--- src/rtl/hvac_actuator_ctrl_pkg.sv ---
// ----------------------------------------------------------------------------
// home_auto_pkg
// Shared encodings for the home-automation HVAC blocks. The state encoding is
// visible on hvac_actuator_ctrl.state_o and is decoded by status/display
// logic, so the numeric values are fixed.
//   hvac_state_t : IDLE=0, PRE=1, HEAT=2, COOL=3, POST=4
//   hvac_mode_t  : which actuator a start sequence is heading for
//   hvac_max4    : constant helper used to size the shared timers
// ----------------------------------------------------------------------------
package home_auto_pkg;

    localparam int HVAC_STATE_W = 3;

    typedef enum logic [HVAC_STATE_W-1:0] {
        HVAC_IDLE = 3'd0,
        HVAC_PRE  = 3'd1,
        HVAC_HEAT = 3'd2,
        HVAC_COOL = 3'd3,
        HVAC_POST = 3'd4
    } hvac_state_t;

    typedef enum logic {
        MODE_HEAT = 1'b0,
        MODE_COOL = 1'b1
    } hvac_mode_t;

    function automatic int hvac_max4(input int a, input int b, input int c, input int d);
        int m;
        m = a;
        if (b > m) m = b;
        if (c > m) m = c;
        if (d > m) m = d;
        return m;
    endfunction

endpackage

--- src/rtl/hvac_actuator_ctrl_dwell_timer.sv ---
// ----------------------------------------------------------------------------
// dwell_timer
// Loadable down-counter advanced by the shared timing tick. A load wins over
// a tick on the same edge; the count saturates at zero.
//   clk      : system clock
//   reset    : asynchronous, active-low
//   load     : load load_val on this edge
//   load_val : value to load
//   tick     : decrement enable (one cycle per timing tick)
//   count    : current count (registered)
//   zero     : count == 0 (registered alongside count)
// ----------------------------------------------------------------------------
module dwell_timer #(
    parameter int W = 8
) (
    input  logic         clk,
    input  logic         reset,
    input  logic         load,
    input  logic [W-1:0] load_val,
    input  logic         tick,
    output logic [W-1:0] count,
    output logic         zero
);

    localparam logic [W-1:0] ONE = W'(1);

    logic [W-1:0] count_reg, count_next;
    logic         zero_reg;

    always_comb begin
        count_next = count_reg;
        if (load) begin
            count_next = load_val;
        end else if (tick && (count_reg != '0)) begin
            count_next = count_reg - ONE;
        end
    end

    always_ff @(posedge clk or negedge reset) begin
        if (!reset) begin
            count_reg <= '0;
            zero_reg  <= 1'b1;
        end else begin
            count_reg <= count_next;
            zero_reg  <= (count_next == '0);
        end
    end

    assign count = count_reg;
    assign zero  = zero_reg;

endmodule

--- src/rtl/hvac_actuator_ctrl.sv ---
// ----------------------------------------------------------------------------
// hvac_actuator_ctrl
// Turns thermostat heat/cool requests into safe heater, compressor and fan
// drive: fan pre-run, minimum on-time, fan post-run, short-cycle lockout and
// heat/cool mutual exclusion. All outputs are registered.
//   clk           : system clock
//   reset         : asynchronous, active-low
//   heat_req      : heating request
//   cool_req      : cooling request
//   heater_en     : heater relay drive
//   compressor_en : compressor relay drive
//   fan_en        : blower drive
//   lockout       : restart lockout counter is non-zero
//   conflict      : heat_req and cool_req both high (one cycle late)
//   state_o       : current FSM state (home_auto_pkg::hvac_state_t)
// ----------------------------------------------------------------------------
module hvac_actuator_ctrl
    import home_auto_pkg::*;
#(
    parameter int TICK_DIV = 1000,
    parameter int FAN_PRE  = 5,
    parameter int MIN_ON   = 60,
    parameter int MIN_OFF  = 120,
    parameter int FAN_POST = 10
) (
    input  logic                    clk,
    input  logic                    reset,
    input  logic                    heat_req,
    input  logic                    cool_req,
    output logic                    heater_en,
    output logic                    compressor_en,
    output logic                    fan_en,
    output logic                    lockout,
    output logic                    conflict,
    output logic [HVAC_STATE_W-1:0] state_o
);

    localparam int TW = $clog2(hvac_max4(FAN_PRE, MIN_ON, MIN_OFF, FAN_POST) + 1);
    localparam int PW = $clog2(TICK_DIV) + 1;

    localparam logic [PW-1:0] PRESC_LAST  = PW'(TICK_DIV - 1);
    localparam logic [PW-1:0] PRESC_ONE   = PW'(1);
    localparam logic [TW-1:0] T_FAN_PRE   = TW'(FAN_PRE);
    localparam logic [TW-1:0] T_MIN_ON    = TW'(MIN_ON);
    localparam logic [TW-1:0] T_MIN_OFF   = TW'(MIN_OFF);
    localparam logic [TW-1:0] T_FAN_POST  = TW'(FAN_POST);

    // ---------------- prescaler ----------------
    logic [PW-1:0] presc_reg;
    logic          tick;

    assign tick = (presc_reg == PRESC_LAST);

    always_ff @(posedge clk or negedge reset) begin
        if (!reset) presc_reg <= '0;
        else        presc_reg <= tick ? '0 : presc_reg + PRESC_ONE;
    end

    // ---------------- effective requests ----------------
    // Simultaneous heat and cool requests cancel each other out.
    logic h_eff, c_eff, req_held;

    assign h_eff = heat_req & ~cool_req;
    assign c_eff = cool_req & ~heat_req;

    // ---------------- FSM state ----------------
    hvac_state_t state_reg, state_next;
    hvac_mode_t  mode_reg, mode_next;

    // The latched request disappears when it drops or when the opposite
    // request appears (which also makes it a conflict).
    assign req_held = (mode_reg == MODE_HEAT) ? h_eff : c_eff;

    // ---------------- timers ----------------
    logic          dwell_load, lock_load;
    logic [TW-1:0] dwell_val;
    logic [TW-1:0] dwell_count, lock_count;
    logic          dwell_zero, lock_zero;
    logic          dwell_done;

    dwell_timer #(.W(TW)) u_dwell (
        .clk      (clk),
        .reset    (reset),
        .load     (dwell_load),
        .load_val (dwell_val),
        .tick     (tick),
        .count    (dwell_count),
        .zero     (dwell_zero)
    );

    dwell_timer #(.W(TW)) u_lock (
        .clk      (clk),
        .reset    (reset),
        .load     (lock_load),
        .load_val (T_MIN_OFF),
        .tick     (tick),
        .count    (lock_count),
        .zero     (lock_zero)
    );

    // The flag and the count agree by construction; the count test folds away.
    assign dwell_done = dwell_zero & (dwell_count == '0);

    // Every state change reloads the dwell timer with the new state's dwell.
    assign dwell_load = (state_next != state_reg);
    assign lock_load  = (state_next == HVAC_POST) && (state_reg != HVAC_POST);

    always_comb begin
        dwell_val = '0;
        case (state_next)
            HVAC_PRE:             dwell_val = T_FAN_PRE;
            HVAC_HEAT, HVAC_COOL: dwell_val = T_MIN_ON;
            HVAC_POST:            dwell_val = T_FAN_POST;
            default:              dwell_val = '0;
        endcase
    end

    // ---------------- state register ----------------
    always_ff @(posedge clk or negedge reset) begin
        if (!reset) begin
            state_reg <= HVAC_IDLE;
            mode_reg  <= MODE_HEAT;
        end else begin
            state_reg <= state_next;
            mode_reg  <= mode_next;
        end
    end

    // ---------------- next-state logic ----------------
    always_comb begin
        state_next = state_reg;
        mode_next  = mode_reg;
        case (state_reg)
            HVAC_IDLE: begin
                if ((h_eff | c_eff) && lock_zero) begin
                    state_next = HVAC_PRE;
                    mode_next  = c_eff ? MODE_COOL : MODE_HEAT;
                end
            end
            HVAC_PRE: begin
                // Nothing has been energised yet, so an abort needs no lockout.
                if (!req_held) begin
                    state_next = HVAC_IDLE;
                end else if (dwell_done) begin
                    state_next = (mode_reg == MODE_HEAT) ? HVAC_HEAT : HVAC_COOL;
                end
            end
            HVAC_HEAT, HVAC_COOL: begin
                if (dwell_done && !req_held) state_next = HVAC_POST;
            end
            HVAC_POST: begin
                if (dwell_done) state_next = HVAC_IDLE;
            end
            default: state_next = HVAC_IDLE;
        endcase
    end

    // ---------------- output logic ----------------
    // Outputs are decoded from the next state and registered, so they change
    // on the same edge as state_o.
    logic heater_next, compressor_next, fan_next;
    logic heater_en_reg, compressor_en_reg, fan_en_reg, conflict_reg;

    always_comb begin
        heater_next     = (state_next == HVAC_HEAT);
        compressor_next = (state_next == HVAC_COOL);
        fan_next        = (state_next != HVAC_IDLE);
    end

    always_ff @(posedge clk or negedge reset) begin
        if (!reset) begin
            heater_en_reg     <= 1'b0;
            compressor_en_reg <= 1'b0;
            fan_en_reg        <= 1'b0;
            conflict_reg      <= 1'b0;
        end else begin
            heater_en_reg     <= heater_next;
            compressor_en_reg <= compressor_next;
            fan_en_reg        <= fan_next;
            conflict_reg      <= heat_req & cool_req;
        end
    end

    assign heater_en     = heater_en_reg;
    assign compressor_en = compressor_en_reg;
    assign fan_en        = fan_en_reg;
    assign conflict      = conflict_reg;
    assign lockout       = (lock_count != '0);
    assign state_o       = state_reg;

endmodule

--- config.mk ---
export PLATFORM = sky130hd
export DESIGN_NAME = hvac_actuator_ctrl
export DESIGN_NICKNAME = d
export VERILOG_FILES = /design/src/rtl/hvac_actuator_ctrl_pkg.sv /design/src/rtl/hvac_actuator_ctrl_dwell_timer.sv /design/src/rtl/hvac_actuator_ctrl.sv
export SDC_FILE = /design/constraint.sdc
export NUM_CORES = 1
export LEC_CHECK = 0
export ABC_AREA = 1
export CAP_MARGIN = 20
export CORE_UTILIZATION = 55
export CTS_BUF_LIST = sky130_fd_sc_hd__clkbuf_2
export CTS_CLUSTER_SIZE = 8
export DETAILED_ROUTE_END_ITERATION = 6
export GPL_TIMING_DRIVEN = 0
export MAX_ROUTING_LAYER = met4
export PLACE_DENSITY = 0.78
export SYNTH_ARGS = -nofsm -noshare
export SYNTH_HDL_FRONTEND = slang
export SYNTH_HIERARCHICAL = 1
export SYNTH_SLANG_ARGS = --single-unit
--- constraint.sdc ---
create_clock -name clk -period 2.5 [get_ports clk]
set_input_delay 0.375 -clock clk [delete_from_list [all_inputs] [get_ports clk]]
set_output_delay 0.375 -clock clk [all_outputs]
set_load 0.005 [all_outputs]
==> metrics.md <==
| Metric | Value |
|---|---|
| Status | `finished clean` |
| Power per cell area | `325 nW/um^2` |
| Layout Skew | `around 19 ps` |
| GRT overflow | `0` |
| Final core utilization | `0.646` |
| CTS tree | `yes` |
| Register area share after synthesis | `0.367` |
| Worst Setup EP | `u_dwell/zero` |
| Flop-to-flop setup slack | `roughly 210 ps` |
| IO buf count | `11` |
| Sink Count | `35` |
| Number of fill cells in the layout | `slightly below 400` |
| Starting Density | `0.585` |
| Worst path slowest cell | `clkdlybuf4s50_1` |
| Die width | `~68 um` |
| Switching share of power | `0.247` |
| FP Rows | `23` |
| Slew of the pin with the lowest slew margin | `around 760 ps` |
| Worst path top cell family by delay | `simple AND/OR/NAND/NOR gates` |
| Total GRT Usage | `0.236` |
| Post-Route WL | `4470 um` |
| Routed wire per std cell | `11.2 um` |
| Final Wtd Congestion | `just over 0.8` |
| Final setup vio count | `0` |
| Drt pass-1 iters | `4` |
| Most common cell in the netlist | `nand2_1` |
| Synth area leader | `dfrtp_1` |
| Peak fanout along the critical path | `10` |
| LEAKAGE | `approximately 1.4 nW` |
| WP buf/inv | `6` |
| CP Capture Type | `flip-flop` |
| CTS Hold Bufs | `0` |
| R2r startpoint | `u_dwell/count[4]` |
| Post-synth top cells | `nand2_1, inv_1, dfrtp_1` |
| Clock power frac | `0.309` |
| Logic pwr share | `0.029` |
| # DRC | `0` |
| Total power | `between 800 and 900 uW` |
| Ports | `12` |
| Nets | `360` |
| Max clock buf depth | `2` |
| Max stage delay on crit path | `520 ps` |
| Cell Chain, Critical Path | `clkdlybuf4s50_1 > inv_1 > ha_1 > inv_1 > nand2_1 > o21ai_2 > nand3_2 > nand2_2 > o21ai_1 > nand2_1 > inv_1 > nand2_1 > inv_1 > buf_6 > or2_2 > nand2_1 > nand4_1 > nor2_1` |
| Die Span Y | `~68 um` |
| Initial antenna violation count | `0` |
| Crit path from | `heat_req` |
| ANT nets after route | `0` |
| Depth of the most critical reg-to-reg path | `15` |
| Number of global-route vias before repair | `1844` |
| Max FFs per register | `11` |
| Crit path arrival time | `between 2000 and 3000 ps` |
| Worst-Skew Late Latency | `about 380 ps` |
| Main area contributors after synthesis | `dfrtp_1, nand2_1, inv_1, nand3_1, ha_1` |
| EDFF count, synth | `0` |
| Layout cells sized above 1 | `0.181` |
| Layout area overhead | `10.4%` |
| Reg power frac | `0.662` |
| # resized after CTS | `0` |
| Worst rel slew slack | `0.491` |
| Post-synth top area share | `0.345` |
| Asr flop ratio synth | `1.00` |
| Fmax | `around 0.42 GHz` |
| R2r endpoint | `u_dwell/zero` |
| Synth Area per Inst | `7.43 um^2` |
| Maximum capacitance violations | `0` |
| CTS clock-pin slew for the worst setup and hold paths | `190 ps` |
| Internal | `647 uW` |
| Top_reg_cell synth | `dfrtp_1` |
| CTS Root Cell | `clkbuf_2` |
| H-tree depth | `2` |
| FF+latch count, synth | `35` |
| Worst vdd rail ir drop | `around 0.22 mV` |
| Final count of pins violating max slew | `0` |
| Crit path kind | `in -> reg` |
| Cell Area, Synth | `2390 um^2` |
| P_sw | `roughly 210 uW` |
| Via Count | `1969` |
| Antenna cells | `0` |
| Register area | `roughly 880 um^2` |
| Routed vias/inst | `4.93` |
| Pin count of the biggest net entering global routing | `36` |
| DR iter-0 viols | `about 110` |
| Worst Path Required | `2820 ps` |
| Synthesis warning total | `6` |
| Worst setup SP type | `primary input` |
| Synth unique cells | `34` |
| CORE AREA | `a little over 4000 um^2` |
| Setup TNS | `0 ps` |
| HPWL Detailed | `approximately 3300 um` |
| Final min period | `2360 ps` |
| Worst hold path type | `in -> async` |
| Final hold vios | `0` |
| DIE AREA | `about 4600 um^2` |
| Post-synthesis cell count | `around 320` |
| Global-route wire length before repair | `approximately 7900 um` |
| Period utilisation layout | `0.946` |
| Multi-input logic area | `between 1000 and 1500 um^2` |
| Critical path depth | `18` |
| Num CTS Buffers | `5` |
-- cells by family after synthesis --
family / synth area share
fa+ha+maj: 0.0419
other cells: 0.00314
buf+inv: 0.118
flops: 0.367
xor+xnor: 0.0183
simple gates: 0.405
compound gates: 0.0460
-- power groups by stage --
stage / clock network [mW] / registers (mW) / logic, mW
floorplan: 0 / 0.578 / 0.00619
global route: 0.303 / 0.568 / 0.0302
CTS: 0.270 / 0.568 / 0.0263
global placement: 0 / 0.578 / 0.0259
detailed placement: 0 / 0.578 / 0.0261
finish: 0.265 / 0.568 / 0.0253
-- area by class of cell --
cell class | count | share of cell area
buffer | 2 | 0.00853
clock buffer | 6 | 0.0114
clock inverter | 2 | 0.00474
inverter | 68 | 0.0986
multi-input combinational | 223 | 0.475
sequential | 35 | 0.333
tap | 50 | 0.0237
timing repair buffer | 13 | 0.0455
-- per-layer routing --
metal  vias up  global-route usage  part of all wire
met5         -                   -                 0
met2        16               0.388              0.49
met1       904               0.282              0.47
li1       1041                   -                 -
met3         8              0.0550             0.024
met4         0              0.0833             0.016
-- through the flow --
step                      instances  setup slack, ps  instance area [um^2]  hold WS, ps
after global routing            399            -29.8                  2640         36.7
after floorplan                 328              469                  2410         79.4
after CTS                       398              143                  2630         46.9
after global placement          389             -339                  2590          455
final                           399              136                  2640         26.1
after detailed placement        389             -409                  2580          457
-- layout by cell type (no fill, tap or decap), types with 5 or more instances in the layout --
cell type and count:
nand2_1 84, inv_1 63, dfrtp_1 33, nand3_1 32, nor2_1 17, clkdlybuf4s50_1 10
or2_2 10, nand4_1 8, ha_1 8, conb_1 8, nor2_2 7, nor2_4 6
clkbuf_2 6, xor2_1 5
-- worst min path at each step --
stage	cells past startpoint	slack [ps]	endpoint
5_1_grt	1	40	presc_reg[10]
3_3_place_gp	1	460	presc_reg[0]
2_1_floorplan	0	80	compressor_en
4_1_cts	1	50	presc_reg[9]
6_report	1	30	presc_reg[10]
3_5_place_dp	1	460	presc_reg[0]
-- repair_timing --
action / in CTS / in global routing
endpoints found under the setup margin: 1 / 1
endpoints found under the hold margin: 0 / 0
pin swaps: 0 / 1
setup buffers: 1 / 1
Power figures use the tool's default switching activity.
==> patch, RTL diff (config.mk and constraints unchanged) <==
`TICK_DIV`: 1000 -> 250.
--- a/src/rtl/hvac_actuator_ctrl.sv
+++ b/src/rtl/hvac_actuator_ctrl.sv
@@ -17,7 +17,7 @@
 module hvac_actuator_ctrl
     import home_auto_pkg::*;
 #(
-    parameter int TICK_DIV = 1000,
+    parameter int TICK_DIV = 250,
     parameter int FAN_PRE  = 5,
     parameter int MIN_ON   = 60,
     parameter int MIN_OFF  = 120,
Check against the original RTL: no difference found for any inputs over 10 cycles, from zero or initial values and one cycle with reset low; that may be too few to reach the edited logic, so the function may still have changed.
==> patch against the original RTL <==
Cell area is 3.5% lower. Setup slack better by 19 ps. Routed wire length is 3.5% lower. Via count is 1.8% lower. Power is 6.2% lower. Combinational power is 6% lower. Sequential cell count is 2 lower. Critical path depth is 5 lower. Area after synthesis is 3.3% lower. Critical path type unchanged.
==> patch: results (changes against the original RTL) <==
synth top area cells dfrtp_1, nand2_1, inv_1 (unchanged); IO Port Bufs 11 (unchanged); sequential area share after synthesis 35.8% (was 36.7%); root buf cell clkbuf_2 (unchanged); Reg2Reg Depth 15 (unchanged); DPL Wire Length 3.16 mm (was 3.32 mm); Hold Path Class input port to async pin (unchanged); max FFs per register 9 (was 11); Distinct cells, synth 34 (unchanged); Pre-Repair DR Iteration Count 5 (was 4); global-route wire length before repair 7.16 mm (was 7.86 mm); clock latency on the worst-skew pair 370 ps; Critical R2R Launch u_dwell/count[4] (unchanged); Routed WL 4.31 mm (was 4.47 mm); Slowest Stage Delay on Critical Path 510 ps; initial antenna violation count 0 (unchanged); status finished, final reports clean (unchanged); CTS buffer count 5 (unchanged); worst-margin pin slew 724 ps (was 763 ps); share of cells above drive strength 1 15.9% (was 18.1%); Final Skew 28.2 ps (was 19.2 ps); pin count of the biggest net entering global routing 34 (was 36); Cell Count Post-Placement 387 (was 389); leakage power 0.00139 uW (was 0.00145 uW); Crit Path Max Fanout 10 (unchanged); vias in the first global route 1730 (was 1844); GR Util All Layers 22.1% (was 23.6%); DR DRC count 0 (unchanged); n_diodes 0 (unchanged); reg2reg end u_dwell/zero (unchanged); H-tree depth 2 (unchanged); arrival time at the worst endpoint 2630 ps (was 2680 ps); GR Overflow Total 0 (unchanged); WL/cell 10.9 um (was 11.2 um); number of enable flip-flop cells after synthesis 0 (unchanged); maximum root-to-sink buffer count 2 (unchanged); Final nets 358 (was 360); CP top delay family buffers and inverters (was simple AND/OR/NAND/NOR gates); VDD IR max 0.224 mV (was 0.218 mV); CTS clk-pin slew, worst paths 180 ps; Post-synth top cells nand2_1, inv_1, dfrtp_1, nand3_1, nor2_1 (unchanged); Post-Syn Area per Cell 7.22 sq um (was 7.43 sq um); Crit-path slowest cell clkdlybuf4s50_1 (unchanged); async set-or-reset flop fraction in the synthesized netlist 100% (unchanged); FF-to-FF setup slack 240 ps (was 210 ps); Via density 4.90 (was 4.93); hold_ws 36.4 ps (was 26.1 ps); gpl congestion 0.840 (was 0.817); Synthesis Warnings 6 (unchanged); Iter 0 DRT Violations 109 (was 114)
## patch: cell count changes after synthesis, moves of 2 or more
cell / before / now
nand3_1: 32 / 28
nor2_1: 17 / 21
dfrtp_1: 33 / 31
nand2_1: 84 / 88
nand3_2: 3 / 1
nor3_2: 2 / 0
a21oi_1: 3 / 1
nor2_2: 7 / 3
nor3_1: 4 / 6
nor2_4: 6 / 8
## patch: per-layer routing
| metal | wire (um) | GRT usage [%] |
|---|---|---|
| met5 | 0 | - |
| met2 | 2070 | 36.7 |
| met3 | 192 | 5.14 |
| met4 | 30 | 7.18 |
| met1 | 2020 | 26.4 |
## patch: final cells by class
cell class,count,area [sq um]
fill,385,1480
multi-input combinational,221,1210
sequential,33,828
inverter,69,264
timing repair buffer,12,115
tap,50,62.6
clock buffer,6,30.0
buffer,3,27.5
clock inverter,1,5.00
## patch: worst max path at each step
stage | start | to | slack (ps) | cells past startpoint
floorplan | heat_req | u_dwell/zero | 530 | 17
global placement | heat_req | u_dwell/zero | -230 | 18
detailed placement | heat_req | u_dwell/zero | -270 | 18
CTS | heat_req | u_dwell/zero | 130 | 18
global route | cool_req | u_dwell/zero | 40 | 16
finish | cool_req | u_lock/zero | 150 | 13
## patch: cells by family (layout without fill, tap and decap cells)
group,count (synthesis),count (layout),share of synthesized area (%)
AO/OA/AOI/OAI,12,12,4.01
XOR/XNOR,5,5,1.89
adder cells (fa/ha/maj),9,9,4.87
buffers and inverters,72,91,12.6
flip-flops,33,33,35.8
other,2,8,0.325
AND/OR/NAND/NOR,187,187,40.4
## patch: power by group
part | internal [uW] | switching (uW) | total [uW]
clock | 66.8 | 179 | 246
combinational | 7.12 | 16.7 | 23.8
sequential | 535 | 0.344 | 536
## patch: timing repair
item,in CTS,in global routing
buffers inserted,0,1
resized for setup,0,1
setup endpoints to repair,0,1
## patch: worst register-to-register path, cell delays in order (launching register included)
cell,delay (ps)
dfrtp_1,500
inv_1,80
nand2_1,80
nor2_4,150
nand2_1,100
nor2_2,190
o21ai_0,110
nand2_1,80
inv_1,40
nand2_1,90
inv_1,80
buf_6,140
or2_2,270
nand2_1,100
nand4_1,100
nor2_1,110
## patch: metrics by stage
step	instance area, sq um	setup slack (ps)	total power [uW]
6_report	2550	155	805
3_3_place_gp	2510	-234	570
5_1_grt	2550	41.8	840
2_1_floorplan	2330	525	551
3_5_place_dp	2500	-273	570
4_1_cts	2540	133	818
